--- src/rtl/spi_word_master_if.sv ---
// Word-level handshake between a command source and spi_word_master.
// The master modport is the command source; the slave modport is the SPI block.
interface spi_word_master_if #(
  parameter int WORD_BITS = 16
);
  logic                 tx_valid;
  logic                 tx_ready;
  logic [WORD_BITS-1:0] tx_data;
  logic                 rx_valid;
  logic [WORD_BITS-1:0] rx_data;
  logic                 busy;

  modport master (
    output tx_valid,
    output tx_data,
    input  tx_ready,
    input  rx_valid,
    input  rx_data,
    input  busy
  );

  modport slave (
    input  tx_valid,
    input  tx_data,
    output tx_ready,
    output rx_valid,
    output rx_data,
    output busy
  );
endinterface

--- src/rtl/spi_word_master.sv ---
// Mode-0 SPI master: one WORD_BITS frame per chip-select, MSB first, full duplex,
// with a guaranteed CS-high gap of CS_GAP clk cycles between frames.
module spi_word_master #(
  parameter int WORD_BITS = 16,
  parameter int CLK_DIV   = 4,
  parameter int CS_GAP    = 16
) (
  input  logic              clk,
  input  logic              reset,
  spi_word_master_if.slave  word,
  output logic              SPI_CLK,
  output logic              SPI_CS,
  output logic              SPI_MOSI,
  input  logic              SPI_MISO
);

  localparam int DIV_W  = (CLK_DIV > 1) ? $clog2(CLK_DIV) : 1;
  localparam int EDGE_W = $clog2(2 * WORD_BITS + 1);
  localparam int GAP_W  = $clog2(CS_GAP + 1);

  localparam logic [DIV_W-1:0]     DIV_LAST  = DIV_W'(CLK_DIV - 1);
  localparam logic [DIV_W-1:0]     DIV_ONE   = DIV_W'(1);
  localparam logic [DIV_W-1:0]     DIV_ZERO  = DIV_W'(0);
  localparam logic [EDGE_W-1:0]    EDGE_LAST = EDGE_W'(2 * WORD_BITS - 1);
  localparam logic [EDGE_W-1:0]    EDGE_ONE  = EDGE_W'(1);
  localparam logic [EDGE_W-1:0]    EDGE_ZERO = EDGE_W'(0);
  localparam logic [GAP_W-1:0]     GAP_LAST  = GAP_W'(CS_GAP - 1);
  localparam logic [GAP_W-1:0]     GAP_ONE   = GAP_W'(1);
  localparam logic [GAP_W-1:0]     GAP_ZERO  = GAP_W'(0);
  localparam logic [WORD_BITS-1:0] WORD_ZERO = {WORD_BITS{1'b0}};

  typedef enum logic [1:0] {
    IDLE  = 2'd0,
    SHIFT = 2'd1,
    GAP   = 2'd2
  } state_t;

  state_t                state_r, state_s;
  logic [DIV_W-1:0]      div_r, div_s;
  logic [EDGE_W-1:0]     edge_r, edge_s;
  logic [GAP_W-1:0]      gap_r, gap_s;
  logic [WORD_BITS-1:0]  tx_shift_r, tx_shift_s;
  logic [WORD_BITS-1:0]  rx_shift_r, rx_shift_s;
  logic [WORD_BITS-1:0]  rx_data_r, rx_data_s;
  logic                  rx_valid_r, rx_valid_s;
  logic                  sclk_r, sclk_s;
  logic                  cs_r, cs_s;
  logic                  mosi_r, mosi_s;
  logic                  tx_ready_r, tx_ready_s;
  logic                  busy_r, busy_s;

  // Next-state and datapath decode for the frame sequencer
  always_comb begin
    state_s    = state_r;
    div_s      = div_r;
    edge_s     = edge_r;
    gap_s      = gap_r;
    tx_shift_s = tx_shift_r;
    rx_shift_s = rx_shift_r;
    rx_data_s  = rx_data_r;
    rx_valid_s = 1'b0;
    sclk_s     = sclk_r;
    cs_s       = cs_r;
    mosi_s     = mosi_r;

    case (state_r)
      IDLE: begin
        if (word.tx_valid && tx_ready_r) begin
          tx_shift_s = word.tx_data;
          rx_shift_s = WORD_ZERO;
          mosi_s     = word.tx_data[WORD_BITS-1];
          cs_s       = 1'b0;
          sclk_s     = 1'b0;
          div_s      = DIV_ZERO;
          edge_s     = EDGE_ZERO;
          state_s    = SHIFT;
        end else begin
          state_s    = IDLE;
        end
      end

      SHIFT: begin
        if (div_r == DIV_LAST) begin
          div_s  = DIV_ZERO;
          sclk_s = ~sclk_r;
          edge_s = edge_r + EDGE_ONE;
          // The last toggle is always a falling edge, so the final MISO bit is already in.
          if (edge_r == EDGE_LAST) begin
            cs_s       = 1'b1;
            mosi_s     = 1'b0;
            rx_data_s  = rx_shift_r;
            rx_valid_s = 1'b1;
            gap_s      = GAP_ZERO;
            state_s    = GAP;
          end else if (!sclk_r) begin
            rx_shift_s = {rx_shift_r[WORD_BITS-2:0], SPI_MISO};
          end else begin
            tx_shift_s = {tx_shift_r[WORD_BITS-2:0], 1'b0};
            mosi_s     = tx_shift_r[WORD_BITS-2];
          end
        end else begin
          div_s = div_r + DIV_ONE;
        end
      end

      GAP: begin
        if (gap_r == GAP_LAST) begin
          state_s = IDLE;
        end else begin
          gap_s   = gap_r + GAP_ONE;
        end
      end

      default: begin
        state_s = IDLE;
        cs_s    = 1'b1;
        sclk_s  = 1'b0;
        mosi_s  = 1'b0;
      end
    endcase

    tx_ready_s = (state_s == IDLE);
    busy_s     = (state_s != IDLE);
  end

  // State and output registers; reset drops CS and idles the bus immediately
  always_ff @(posedge clk or posedge reset) begin
    if (reset) begin
      state_r    <= IDLE;
      div_r      <= DIV_ZERO;
      edge_r     <= EDGE_ZERO;
      gap_r      <= GAP_ZERO;
      tx_shift_r <= WORD_ZERO;
      rx_shift_r <= WORD_ZERO;
      rx_data_r  <= WORD_ZERO;
      rx_valid_r <= 1'b0;
      sclk_r     <= 1'b0;
      cs_r       <= 1'b1;
      mosi_r     <= 1'b0;
      tx_ready_r <= 1'b0;
      busy_r     <= 1'b0;
    end else begin
      state_r    <= state_s;
      div_r      <= div_s;
      edge_r     <= edge_s;
      gap_r      <= gap_s;
      tx_shift_r <= tx_shift_s;
      rx_shift_r <= rx_shift_s;
      rx_data_r  <= rx_data_s;
      rx_valid_r <= rx_valid_s;
      sclk_r     <= sclk_s;
      cs_r       <= cs_s;
      mosi_r     <= mosi_s;
      tx_ready_r <= tx_ready_s;
      busy_r     <= busy_s;
    end
  end

  assign word.tx_ready = tx_ready_r;
  assign word.rx_valid = rx_valid_r;
  assign word.rx_data  = rx_data_r;
  assign word.busy     = busy_r;
  assign SPI_CLK       = sclk_r;
  assign SPI_CS        = cs_r;
  assign SPI_MOSI      = mosi_r;

endmodule
--- src/flat_wrapper.sv ---
// flat-port wrapper written by rule: the top's interface ports become plain ports
module spi_word_master_flat 
#(
  parameter int WORD_BITS = 16,
  parameter int CLK_DIV   = 4,
  parameter int CS_GAP    = 16
)
  (clk, reset, SPI_CLK, SPI_CS, SPI_MOSI, SPI_MISO, word_tx_valid, word_tx_data, word_tx_ready, word_rx_valid, word_rx_data, word_busy);
  spi_word_master_if #(.WORD_BITS(WORD_BITS)) word_i ();
  input  logic clk;
  input  logic reset;
  output logic SPI_CLK;
  output logic SPI_CS;
  output logic SPI_MOSI;
  input  logic SPI_MISO;
  input wire logic [$bits(word_i.tx_valid)-1:0] word_tx_valid;
  input wire logic [$bits(word_i.tx_data)-1:0] word_tx_data;
  output wire logic [$bits(word_i.tx_ready)-1:0] word_tx_ready;
  output wire logic [$bits(word_i.rx_valid)-1:0] word_rx_valid;
  output wire logic [$bits(word_i.rx_data)-1:0] word_rx_data;
  output wire logic [$bits(word_i.busy)-1:0] word_busy;
  assign word_i.tx_valid = word_tx_valid;
  assign word_i.tx_data = word_tx_data;
  assign word_tx_ready = word_i.tx_ready;
  assign word_rx_valid = word_i.rx_valid;
  assign word_rx_data = word_i.rx_data;
  assign word_busy = word_i.busy;
  spi_word_master #(.WORD_BITS(WORD_BITS), .CLK_DIV(CLK_DIV), .CS_GAP(CS_GAP)) u_core (.clk(clk), .reset(reset), .word(word_i), .SPI_CLK(SPI_CLK), .SPI_CS(SPI_CS), .SPI_MOSI(SPI_MOSI), .SPI_MISO(SPI_MISO));
endmodule
--- config.mk ---
export PLATFORM = sky130hd
export DESIGN_NAME = spi_word_master_flat
export DESIGN_NICKNAME = d
export VERILOG_FILES = /design/src/rtl/spi_word_master_if.sv /design/src/rtl/spi_word_master.sv /design/src/flat_wrapper.sv
export SDC_FILE = /design/constraint.sdc
export NUM_CORES = 1
export LEC_CHECK = 0
export ABC_AREA = 1
export CORE_MARGIN = 2
export CORE_UTILIZATION = 27
export CTS_BUF_LIST = sky130_fd_sc_hd__clkbuf_16
export CTS_CLUSTER_SIZE = 40
export DETAILED_ROUTE_END_ITERATION = 6
export MAX_ROUTING_LAYER = met4
export PLACE_DENSITY_LB_ADDON = 0.15
export SYNTH_ARGS = -nofsm -noshare
export SYNTH_HDL_FRONTEND = slang
export SYNTH_SLANG_ARGS = --single-unit
export TNS_END_PERCENT = 10
--- constraint.sdc ---
create_clock -name clk -period 2.5 [get_ports clk]
set_input_delay 0.25 -clock clk [delete_from_list [all_inputs] [get_ports clk]]
set_output_delay 0.25 -clock clk [all_outputs]
set_load 0.01 [all_outputs]
==> flow_metrics.env <==
export IMPL_dp_final_hpwl_mm=5.178
export IMPL_detail_route_drc_violations=0
export IMPL_syn_area_per_cell_um2=7.882
export IMPL_fin_tns_setup_ns=0
export IMPL_postSynthNetCount=455
export IMPL_portion_of_the_clock_cycle_consumed_by_the_worst_path_in_the_final_layout=0.8086
export IMPL_worst_case_vdd_ir_drop_mv=0.3099
export IMPL_fp_dieArea_um2=13490
export IMPL_root_buffer="sky130_fd_sc_hd__clkbuf_16"
export IMPL_count_of_vias_placed_by_the_detailed_router=2866
export IMPL_finish_net_count=492
export IMPL_maximum_fanout_along_the_worst_path=18
export IMPL_first_global_vias=2768
export IMPL_cpMostUsedCell="sky130_fd_sc_hd__nand2_1"
export IMPL_clock_sinks=68
export IMPL_critical_path_top_delay_family="simple AND/OR/NAND/NOR gates"
export IMPL_synth_top_area_cell="sky130_fd_sc_hd__dfrtp_1"
export IMPL_dpl_cell_count=625
export IMPL_critical_path_arrival_ns=2.24
export IMPL_grt_pass1_wl_mm=13.60
export IMPL_globalplace_congestion=0.7870
export IMPL_layout_common_cells="sky130_fd_sc_hd__nand2_1 (169), sky130_fd_sc_hd__dfrtp_1 (67), sky130_fd_sc_hd__clkdlybuf4s50_1 (41)"
export IMPL_p_leak_nw=2.150
export IMPL_netlist_top_cells_area="sky130_fd_sc_hd__dfrtp_1 (49%), sky130_fd_sc_hd__nand2_1 (19%), sky130_fd_sc_hd__nand4_1 (6.3%)"
export IMPL_drv_cap=0
export IMPL_hold_path_class="in2async"
export IMPL_portBuffers=41
export IMPL_die_width_um=116.2
export IMPL_area_of_the_mapped_netlist_um2=3397
export IMPL_final_area_um2=4209
export IMPL_initial_utilization=0.2793
export IMPL_max_freq_mhz=494.7
export IMPL_synthToLayoutAreaGrowth_pct=23.90
export IMPL_first_iter_violations=149
export IMPL_core_rowCount=40
export IMPL_synth_lib_cells_used_distinct=25
export IMPL_tritoncts="done"
export IMPL_worst_path_buf_inv=0
export IMPL_synth_warning_count=0
export IMPL_cts_max_level=3
export IMPL_cp_slowest_stage_delay_ns=0.44
export IMPL_final_layout_size_suffix_gt1_frac=0.08879
export IMPL_timing_critical_path_slowest_stage_cell="sky130_fd_sc_hd__dfrtp_1"
export IMPL_instances_no_fill=641
export IMPL_clock_latency_ns=0.33
export IMPL_placement_cell_area_um2=3940
export IMPL_total_clock_buffers_created_by_cts=9
export IMPL_grt_max_degree=44
export IMPL_seq_area_um2=1703
export IMPL_finalSetupViolations=0
export IMPL_power_density_nw_per_um2=551.2
export IMPL_max_slew_violation_count=0
export IMPL_crit_path_start_kind="flip-flop"
export IMPL_globalRouteTotalUtil=0.1319
export IMPL_syn_inst=431
export IMPL_multi_input_area_um2=1401
export IMPL_mostFrequentLayoutCell="sky130_fd_sc_hd__nand2_1"
export IMPL_detail_route_wl_per_cell_um=12.27
export IMPL_boundaryPins=42
export IMPL_final_min_clock_period_ns=2.022
export IMPL_hold_worst_slack_ns=0.2740
export IMPL_layout_filler_cells=1309
export IMPL_rsz0062_at_grt="false"
export IMPL_cts_repair_resize_count=0
export IMPL_clk_pin_slew_worst_paths_ns=0.06
export IMPL_drt_pass1_iterations=4
export IMPL_hold_viol_final=0
export IMPL_antenna_found_initial=0
export IMPL_cts_hold_repair_buffers=0
export IMPL_core_um2=12160
export IMPL_worst_setup_path_type="reg2reg"
export IMPL_dieHeight_um=116.2
export IMPL_status="complete, no violations"
export IMPL_endpoint_kind="flip-flop"
export IMPL_totalWireLength_mm=7.864
export IMPL_tightest_slew_ns=0.5041
export IMPL_path_cells="nor2_4 > nand2_1 > nand2_2 > nand3_2 > nand2_1 > nand2_1"
export IMPL_cts_root_to_sink_buffers=2
export IMPL_overflow=0
export IMPL_worst_case_clock_skew_ns=0.005854
export IMPL_synth_seq_cells=68
export IMPL_worstPathRequired_ns=2.71
export IMPL_synth_largest_type_area_fraction=0.4936
export IMPL_antenna_violating_nets_left=0
export IMPL_antennaDiodeCount=0
export IMPL_worst_slew_margin_rel=0.6635
export IMPL_via_density_per_instance=4.471
export IMPL_post_cts_setup_driven_buffer_insertion_count=0
export IMPL_r2r_setup_slack_ns=0.48
export IMPL_ys_seq_area_frac=0.5013
kinds of logic (layout without fill, tap and decap cells):
group,after synthesis,in the layout,synth area share
AOI/OAI and AO/OA,30,30,0.04420
DFF,68,68,0.5013
muxes,1,1,0.002947
buffers and inverters,61,103,0.08618
and+or+nand+nor,267,267,0.3506
adders and majority gates,4,4,0.01473
sequential cells by signal, indices dropped and copies added, names as in the netlist, 2 cells and up:
| register | cells |
|---|---|
| u_core.gap_r | 5 |
| u_core.edge_r | 6 |
| u_core.rx_shift_r | 16 |
| u_core.div_r | 2 |
| u_core.tx_shift_r | 15 |
| u_core.state_r | 2 |
| u_core.word.rx_data | 16 |
layer usage:
| metal | vias up | global-route usage | wire, um |
|---|---|---|---|
| met5 | - | - | 0 |
| met4 | 0 | 0.03571 | 57 |
| met3 | 7 | 0.03321 | 307 |
| met2 | 52 | 0.2066 | 3598 |
| met1 | 1347 | 0.1710 | 3900 |
| li1 | 1460 | - | - |
stage by stage:
stage               worst slack [ns]  power [mW]    util
finish                        0.4784       2.320  0.3461
global route                  0.2383       2.419  0.3461
CTS                           0.4432       2.364  0.3461
detailed placement            0.4231       1.202  0.3240
global placement              0.4737       1.200  0.3240
floorplan                     0.5401       1.155       -
final timing paths:
| path | startpoint | end | depth (start not counted) |
|---|---|---|---|
| setup / recovery | u_core.state_r[1] | u_core.tx_shift_r[14] | 6 |
| hold / removal | reset | u_core.word.rx_data[15] | 2 |
| setup reg to reg | u_core.state_r[1] | u_core.tx_shift_r[14] | 6 |
| hold reg to reg | u_core.SPI_CS | u_core.SPI_CS | 2 |
| max in group asynchronous | reset | u_core.edge_r[4] | 3 |
| min in group clk | u_core.SPI_CS | u_core.SPI_CS | 2 |
power breakdown:
group	total [mW]	leakage [nW]	switching [mW]	internal [mW]
registers	1.11	0.900	0.00502	1.11
logic	0.0674	1.12	0.0328	0.0346
clock network	1.14	0.133	0.476	0.665
total	2.32	2.15	0.514	1.81
cell type report:
| type | instances | area share |
|---|---|---|
| clock buffers | 9 | 0.05351 |
| repair buffers | 49 | 0.1147 |
| flip-flops and latches | 68 | 0.4046 |
| clock inverters | 7 | 0.01040 |
| multi-input cells | 302 | 0.3329 |
| inverters | 38 | 0.03389 |
| well taps | 168 | 0.04994 |
cells in the mapped netlist:
cell type                  number
sky130_fd_sc_hd__nand3_1       26
sky130_fd_sc_hd__o21ai_0       13
sky130_fd_sc_hd__dfrtp_1       67
sky130_fd_sc_hd__ha_1           4
sky130_fd_sc_hd__nor2_1        23
sky130_fd_sc_hd__a21oi_1        3
sky130_fd_sc_hd__or2_2          3
sky130_fd_sc_hd__nand2_4        2
sky130_fd_sc_hd__clkbuf_1       4
sky130_fd_sc_hd__inv_1         35
sky130_fd_sc_hd__dfstp_2        1
sky130_fd_sc_hd__nand4_1       34
sky130_fd_sc_hd__nand2_2        2
sky130_fd_sc_hd__o21ai_1       14
sky130_fd_sc_hd__buf_6          5
sky130_fd_sc_hd__inv_2          3
sky130_fd_sc_hd__buf_2          9
sky130_fd_sc_hd__buf_4          4
sky130_fd_sc_hd__nand2_1      169
sky130_fd_sc_hd__mux2i_1        1
sky130_fd_sc_hd__nand3b_1       1
sky130_fd_sc_hd__nor2_4         3
sky130_fd_sc_hd__nand3_2        2
sky130_fd_sc_hd__buf_1          1
sky130_fd_sc_hd__nor2_2         2
worst reg2reg max path: cells and delay by family, from the launching register on:
kind          cells  cell delay [ns]
simple gates      6             1.47
flops             1             0.44
Note: power is estimated with default switching activity, not from simulation.
